[config.mk]
export PLATFORM = sky130hd
export DESIGN_NAME = gmii_tx_arbiter
export DESIGN_NICKNAME = d
export VERILOG_FILES = /design/src/rtl/gmii_tx_arbiter.sv
export SDC_FILE = /design/constraint.sdc
export NUM_CORES = 1
export LEC_CHECK = 0
export CELL_PAD_IN_SITES_DETAIL_PLACEMENT = 1
export CELL_PAD_IN_SITES_GLOBAL_PLACEMENT = 2
export CORE_AREA = 2 2 72 74
export CTS_CLUSTER_DIAMETER = 100
export CTS_CLUSTER_SIZE = 20
export DETAILED_ROUTE_END_ITERATION = 6
export DIE_AREA = 0 0 74 76
export GPL_TIMING_DRIVEN = 0
export PLACE_DENSITY = 0.83
export SLEW_MARGIN = 5
export SYNTH_ARGS = -nofsm -noshare
export SYNTH_HDL_FRONTEND = slang
export SYNTH_SLANG_ARGS = --single-unit
[constraint.sdc]
create_clock -name clk -period 3.8 [get_ports clk]
set_input_delay 0.76 -clock clk [delete_from_list [all_inputs] [get_ports clk]]
set_output_delay 0.76 -clock clk [all_outputs]
set_load 0.02 [all_outputs]
[src/rtl/gmii_tx_arbiter.sv]
// gmii_tx_arbiter
//   Frame-level round-robin arbiter sharing one GMII transmit path between the
//   ARP (0), ICMP (1) and UDP (2) transmit engines. A grant issues a one-cycle
//   start pulse. The owner's byte stream is forwarded through a registered mux
//   until its done pulse. A minimum inter-frame gap is then enforced.
//
//   Optional build macro GMII_TX_ARB_TIMEOUT_EN adds a watchdog. The watchdog
//   releases a source that stays BUSY for TIMEOUT_CYCLES cycles without a done.
//
// Parameters
//   IFG_CYCLES      idle cycles forced after each frame (values below 1 act as 1)
//   TIMEOUT_CYCLES  maximum BUSY duration before forced release (timeout build)
// Ports
//   clk, rst          GMII TX clock; asynchronous active-high reset
//   req[2:0]          level requests per source
//   start[2:0]        one-cycle grant/start pulse to the selected source
//   done[2:0]         one-cycle frame-complete pulse per source
//   src_tx_en[2:0]    per-source GMII enable
//   src_txd[23:0]     per-source GMII data, byte lane = source index
//   gmii_tx_en/txd    registered muxed GMII output
//   busy              high from grant until the inter-frame gap ends
//   owner[1:0]        index of the current/last granted source
//   timeout_err       one-cycle pulse when the watchdog releases a hung source
module gmii_tx_arbiter #(
   parameter int unsigned IFG_CYCLES     = 12,
   parameter logic [23:0] TIMEOUT_CYCLES = 24'hFFFFFF
) (
   input  logic        clk,
   input  logic        rst,
   input  logic [2:0]  req,
   output logic [2:0]  start,
   input  logic [2:0]  done,
   input  logic [2:0]  src_tx_en,
   input  logic [23:0] src_txd,
   output logic        gmii_tx_en,
   output logic [7:0]  gmii_txd,
   output logic        busy,
   output logic [1:0]  owner,
   output logic        timeout_err
);

   localparam int unsigned IfgLoad = (IFG_CYCLES < 1) ? 1 : IFG_CYCLES;
   localparam int unsigned IfgW    = $clog2(IfgLoad + 1);
   localparam logic [IfgW-1:0] IfgInit = IfgW'(IfgLoad - 1);

   typedef enum logic [1:0] {StIdle, StBusy, StIfg} state_e;

   state_e          state_q, state_d;
   logic [1:0]      owner_q, owner_d;
   logic [1:0]      last_q, last_d;
   logic [2:0]      start_q, start_d;
   logic            busy_q, busy_d;
   logic            tx_en_q, tx_en_d;
   logic [7:0]      txd_q, txd_d;
   logic [IfgW-1:0] ifg_cnt_q, ifg_cnt_d;

   logic            own_done, own_en;
   logic [7:0]      own_txd;
   logic [1:0]      sel;
   logic            wdog_hit;

   // First requester searching upward from last+1 with wrap.
   function automatic logic [1:0] rr_pick(input logic [2:0] r, input logic [1:0] last);
      logic [1:0] pick;
      unique case (last)
         2'd0:    pick = r[1] ? 2'd1 : (r[2] ? 2'd2 : 2'd0);
         2'd1:    pick = r[2] ? 2'd2 : (r[0] ? 2'd0 : 2'd1);
         default: pick = r[0] ? 2'd0 : (r[1] ? 2'd1 : 2'd2);
      endcase
      return pick;
   endfunction

   always_comb begin
      own_done = 1'b0;
      own_en   = 1'b0;
      own_txd  = 8'h00;
      unique case (owner_q)
         2'd0:    begin own_done = done[0]; own_en = src_tx_en[0]; own_txd = src_txd[7:0];   end
         2'd1:    begin own_done = done[1]; own_en = src_tx_en[1]; own_txd = src_txd[15:8];  end
         default: begin own_done = done[2]; own_en = src_tx_en[2]; own_txd = src_txd[23:16]; end
      endcase
   end

   assign sel = rr_pick(req, last_q);

   always_comb begin
      state_d   = state_q;
      owner_d   = owner_q;
      last_d    = last_q;
      start_d   = 3'b000;
      busy_d    = busy_q;
      tx_en_d   = 1'b0;
      txd_d     = 8'h00;
      ifg_cnt_d = ifg_cnt_q;
      unique case (state_q)
         StIdle: begin
            if (req != 3'b000) begin
               state_d = StBusy;
               owner_d = sel;
               last_d  = sel;
               start_d = 3'b001 << sel;
               busy_d  = 1'b1;
            end
         end
         StBusy: begin
            tx_en_d = own_en;
            txd_d   = own_txd;
            // done takes priority over a watchdog expiry in the same cycle.
            if (own_done || wdog_hit) begin
               state_d   = StIfg;
               ifg_cnt_d = IfgInit;
            end
         end
         StIfg: begin
            if (ifg_cnt_q == '0) begin
               state_d = StIdle;
               busy_d  = 1'b0;
            end else begin
               ifg_cnt_d = ifg_cnt_q - IfgW'(1);
            end
         end
         default: begin
            state_d = StIdle;
            busy_d  = 1'b0;
         end
      endcase
   end

   always_ff @(posedge clk or posedge rst) begin
      if (rst) begin
         state_q   <= StIdle;
         owner_q   <= 2'd0;
         last_q    <= 2'd2;
         start_q   <= 3'b000;
         busy_q    <= 1'b0;
         tx_en_q   <= 1'b0;
         txd_q     <= 8'h00;
         ifg_cnt_q <= '0;
      end else begin
         state_q   <= state_d;
         owner_q   <= owner_d;
         last_q    <= last_d;
         start_q   <= start_d;
         busy_q    <= busy_d;
         tx_en_q   <= tx_en_d;
         txd_q     <= txd_d;
         ifg_cnt_q <= ifg_cnt_d;
      end
   end

`ifdef GMII_TX_ARB_TIMEOUT_EN
   logic [23:0] wdog_q, wdog_d;
   logic        tmo_q, tmo_d;

   // Held at zero outside BUSY, so it reads 0 in the first BUSY cycle after a grant.
   always_comb begin
      wdog_d = (state_q == StBusy) ? wdog_q + 24'd1 : 24'd0;
      tmo_d  = (state_q == StBusy) && wdog_hit && !own_done;
   end

   assign wdog_hit = (state_q == StBusy) && (wdog_q == TIMEOUT_CYCLES - 24'd1);

   always_ff @(posedge clk or posedge rst) begin
      if (rst) begin
         wdog_q <= 24'd0;
         tmo_q  <= 1'b0;
      end else begin
         wdog_q <= wdog_d;
         tmo_q  <= tmo_d;
      end
   end

   assign timeout_err = tmo_q;
`else
   logic unused_timeout_param;
   assign unused_timeout_param = ^TIMEOUT_CYCLES;
   assign wdog_hit    = 1'b0;
   assign timeout_err = 1'b0;
`endif

   assign start      = start_q;
   assign busy       = busy_q;
   assign owner      = owner_q;
   assign gmii_tx_en = tx_en_q;
   assign gmii_txd   = txd_q;

endmodule

# ---- Word-level counts from Yosys, hierarchy flattened
# Index checks and enable logic that the tools add are counted.
dict set report totals {
  regBits 23
  output_inout_bits 16
  word_cells 53
}
dict set report classes {
  addsub 1
  n_eq_ne 8
  n_shift 1
  n_mux 24
  n_bitwise 1
  n_reduce_logical 10
}
# operator n
set ops {}
lappend ops {{$mux 2} 8}
lappend ops {{$pmux 8 s2} 1}
lappend ops {{$reduce_and 3->1} 3}
lappend ops {{$mux 4} 2}
lappend ops {{$mux 8} 1}
lappend ops {{$ne 2x2->1 const B} 4}
lappend ops {{$pmux 4 s2} 1}
lappend ops {{$eq 2x1->1 const B} 3}
lappend ops {{$logic_not 2->1} 3}
lappend ops {{$mux 3} 2}
lappend ops {{$pmux 2 s3} 1}
lappend ops {{$logic_not 4->1} 1}
lappend ops {{$mux 1} 4}
lappend ops {{$pmux 1 s2} 2}
lappend ops {{$pmux 2 s2} 1}
lappend ops {{$sub 4x1->4 const B} 1}
lappend ops {{$pmux 1 s3} 1}
lappend ops {{$reduce_bool 3->1} 1}
lappend ops {{$shl 1x2->3 const A} 1}
lappend ops {{$eq 2x2->1 const B} 1}
lappend ops {{$reduce_and 2->1} 1}
lappend ops {{$reduce_bool 2->1} 1}
lappend ops {{$not 1->1} 1}

# ---- Logic depth before layout (Yosys ltp)
dict set report depth {
  depth_word 6
  depth_mapped 5
}

# ---- Worst setup path before layout
# Ideal clock, no wire load.
dict set report synth_path {
  path_kind {input to register}
  from {input done[0]}
  to {register ifg_cnt_q[0]}
  setup_time_ps 120
  arrival_time_ps 1550
  required_time_ps 3680
  slack_ps 2129
  stages 3
  n_path_buf 0
  path_cell_list {mux2_4 a211o_1 o211a_1}
}
dict set report synth_via {
  elab_chain_cells 3
}
# element line
set synth_lines {}
lappend synth_lines {{from (decl)} 32} ;# input logic [2:0] done,
lappend synth_lines {{$pmux 1 s2} 77} ;# unique case (owner_q)
lappend synth_lines {{$ne 2x2->1 (no source line)} --}
lappend synth_lines {{$reduce_and 3->1 (no source line)} --}
lappend synth_lines {{to (signal assigned)} 147} ;# ifg_cnt_q <= ifg_cnt_d;
lappend synth_lines {{to (decl)} 55} ;# logic [IfgW-1:0] ifg_cnt_q, ifg_cnt_d;
# No other way between the ends.
# A chain may end at the register's enable or synchronous reset.

# ---- Worst setup path after layout
dict set report layout_path {
  from {register owner_q[0], in the netlist owner[0]}
  to {output owner[0]}
}
# element line
set layout_rtl {}
lappend layout_rtl {{from (decl)} 49} ;# logic [1:0] owner_q, owner_d;
lappend layout_rtl {{from (signal assigned)} 141} ;# owner_q <= owner_d;
lappend layout_rtl {{to (decl)} 38} ;# output logic [1:0] owner,
# No word-level cell between the ends.

==> impl_metrics.yaml <==
routing:
  drt-pass1-iter-count: 5
  drtAntennaViolNets: 0
  routed_via_density: 4.40
  vias: 1068
  wl_per_cell_um: 14.7
  routed_wl_mm: 3.56
  drcViolationCount: 0
  drt_iter0_markers: 33
sta:
  min_period_ns: 2.28
  min_period_over_period_pct: 59.9
  fin_worst_skew_ns: 0.00461
  worst_pin_slew_ns: 0.845
  fmax_mhz: 439
  rsz0062_at_grt: "false"
  tns_ns: 0
  slew_headroom_pct: 43.6
  slew_violations: 0
  hold_violations: 0
  setup_viol: 0
flow_run:
  max_cap_viol_count: 0
setup_path:
  critPathMaxStageDelay_ns: 0.59
  end_kind: "primary output"
  worst-path-stages: 2
  critPathTopFamily: "buffers and inverters"
  crit_fanout: 6
  cp_slowest_cell: "clkdlybuf4s50_1"
  cp_data_arrival_time_ns: 1.52
  crit_type: "reg -> out"
  cp_cell_sequence: "buf_4 -> clkdlybuf4s50_1"
  r2r.worst_path.cells: 5
  cp.required_ns: 3.04
  crit_path_start_kind: "register"
  path_buf_inv: 2
final_layout:
  final-instance-count-excl-fill: 243
  antennaDiodeCount: 0
  stdcell_area_um2: 1790
  drive_above_1_share_pct: 10.4
  fin_nets: 210
  nFillCells: 584
  area_growth_pct: 53.4
floorplanning:
  core_area_um2: 4910
  fp.dieArea_um2: 5620
  chipWidth_um: 74
  io_pins: 51
  initial_core_util_pct: 23.8
  die_y_um: 76
  fp-row-count: 26
placed_design:
  dp_cells: 239
  port_buffers: 49
  dpl_cell_area_um2: 1750
  gp_congestion: 0.753
  dp_hpwl_mm: 2.84
synth:
  netlist_instances: 120
  synth.distinct_cells: 37
  ys_top_cells_by_area: "dfrtp_1, mux2_2, nand2_1, a21oi_1, mux2i_1"
  yosys_warnings: 0
  yosysMostFrequentCell: "nand2_1"
  ys.flop_type: "dfrtp_1"
  synth-edff-count: 0
  syn_nets: 156
  yosys_register_bits: 22
  synth_top_area_cell: "dfrtp_1"
  netlist_area_um2: 1170
  yosysSeqAreaShare_pct: 47.3
  ys_async_sr_fraction_pct: 100
  yosys.area.top_type_share_pct: 45.0
  syn_area_per_cell_um2: 9.73
  ys_top_cells_by_count: "nand2_1, dfrtp_1, a21oi_1"
clocking:
  cts_tree: "built"
  hold_buffers: 0
  htree_levels: 1
  cts_buffers: 3
  clk_pin_slew_worst_paths_ns: 0.07
  cts.sinks: 22
  cts.repair.resized: 0
  clkLatencyLatePin_ns: 0.26
  postCtsSetupBuffers: 0
  clock-root-buffer: "clkbuf_8"
  clk_path_buf_depth: 2
global_routing:
  grt_pass1_wl_mm: 5.96
  gr-total-overflow: 0
  grt_pass1_vias: 1275
  grt_max_degree: 23
  antenna_found_initial: 0
  grt_usage_pct: 13.8
power_and_ir_drop:
  powerDensity_nw_per_um2: 680
  vdd_ir_drop_max_v: 0.000255
  p_leak_nw: 0.755
min_path:
  hold_path.class: "reg -> reg"
  hold-path-cell-count: 2
run_status:
  outcome: "completed"
[worst paths after layout]
| check | startpoint | to | slack [ns] |
|---|---|---|---|
| worst min-delay path | last_q[1] | last_q[1] | 0.53 |
| min in group asynchronous | rst | gmii_txd[7] | 0.96 |
| worst max-delay path | owner[0] | owner[0] | 1.52 |
| max in group asynchronous | rst | start[0] | 2.31 |
| worst min register to register | last_q[1] | last_q[1] | 0.53 |
| worst max register to register | ifg_cnt_q[0] | ifg_cnt_q[0] | 2.12 |
[power breakdown]
| group | internal, mW | total [mW] | leakage, nW | switching (mW) |
|---|---|---|---|---|
| Sequential | 0.332 | 0.414 | 0.278 | 0.0822 |
| Clock | 0.0748 | 0.149 | 0.0228 | 0.0739 |
| Combinational | 0.315 | 0.654 | 0.454 | 0.339 |
| Total | 0.722 | 1.22 | 0.755 | 0.495 |
[registers in the layout, indices dropped and copies added (netlist names)]
name,count
last_q,1
gmii_txd,8
owner,2
state_q,2
gmii_tx_en,1
ifg_cnt_q,4
busy,1
start,3
[kinds of logic after synthesis]
logic type,Yosys count,share of synthesized area (%)
xor+xnor,1,0.750
buf+inv,15,5.68
compound gates,29,17.7
flops,22,47.3
simple gates,38,14.7
fa+ha+maj,1,1.07
mux,13,12.5
other cells,1,0.321
[cell usage in the layout (no fill, tap or decap), drive strengths merged, types with 2 or more instances in the layout]
cell / Yosys / routed
clkdlybuf4s50: 0 / 49
nand2: 22 / 22
dfrtp: 21 / 21
a21oi: 10 / 10
mux2: 10 / 10
inv: 8 / 8
clkbuf: 3 / 7
nor2: 4 / 4
buf: 4 / 4
nor2b: 3 / 3
nand2b: 3 / 3
mux2i: 3 / 3
a211o: 3 / 3
a211oi: 2 / 2
nand3: 2 / 2
o211a: 2 / 2
[area by class of cell]
cell class                 instances  area [µm²]  area share [%]
sequential                        22         552            30.8
inverter                           8        30.0            1.68
multi-input combinational         83         549            30.7
timing repair buffer              49         490            27.4
tap                               70        87.6            4.89
buffer                             7        36.3            2.03
clock buffer                       4        45.0            2.52
[stage by stage]
stage	util, %	hold WS, ns	setup WS, ns	power, mW
2_1_floorplan	-	0.480	2.13	0.804
3_3_place_gp	35.5	0.494	1.65	1.04
3_5_place_dp	35.5	0.512	1.61	1.08
4_1_cts	36.4	0.528	1.51	1.23
5_1_grt	36.4	0.582	1.46	1.31
6_report	36.4	0.528	1.52	1.22
[metal layers]
layer	track usage (%)	share of wire [%]	vias to the layer above
li1	-	-	521
met1	15.9	41	521
met2	24.5	53	19
met3	3.04	3.1	7
met4	4.55	1.9	0
met5	0	0	-
[worst register-to-register path: stages (launching register included)]
cell and delay, ns:
dfrtp_1 0.43, inv_1 0.08, ha_1 0.18, or3b_1 0.44, a211o_1 0.32, o211a_1 0.13
No activity file was read; power rests on OpenSTA's default activity.
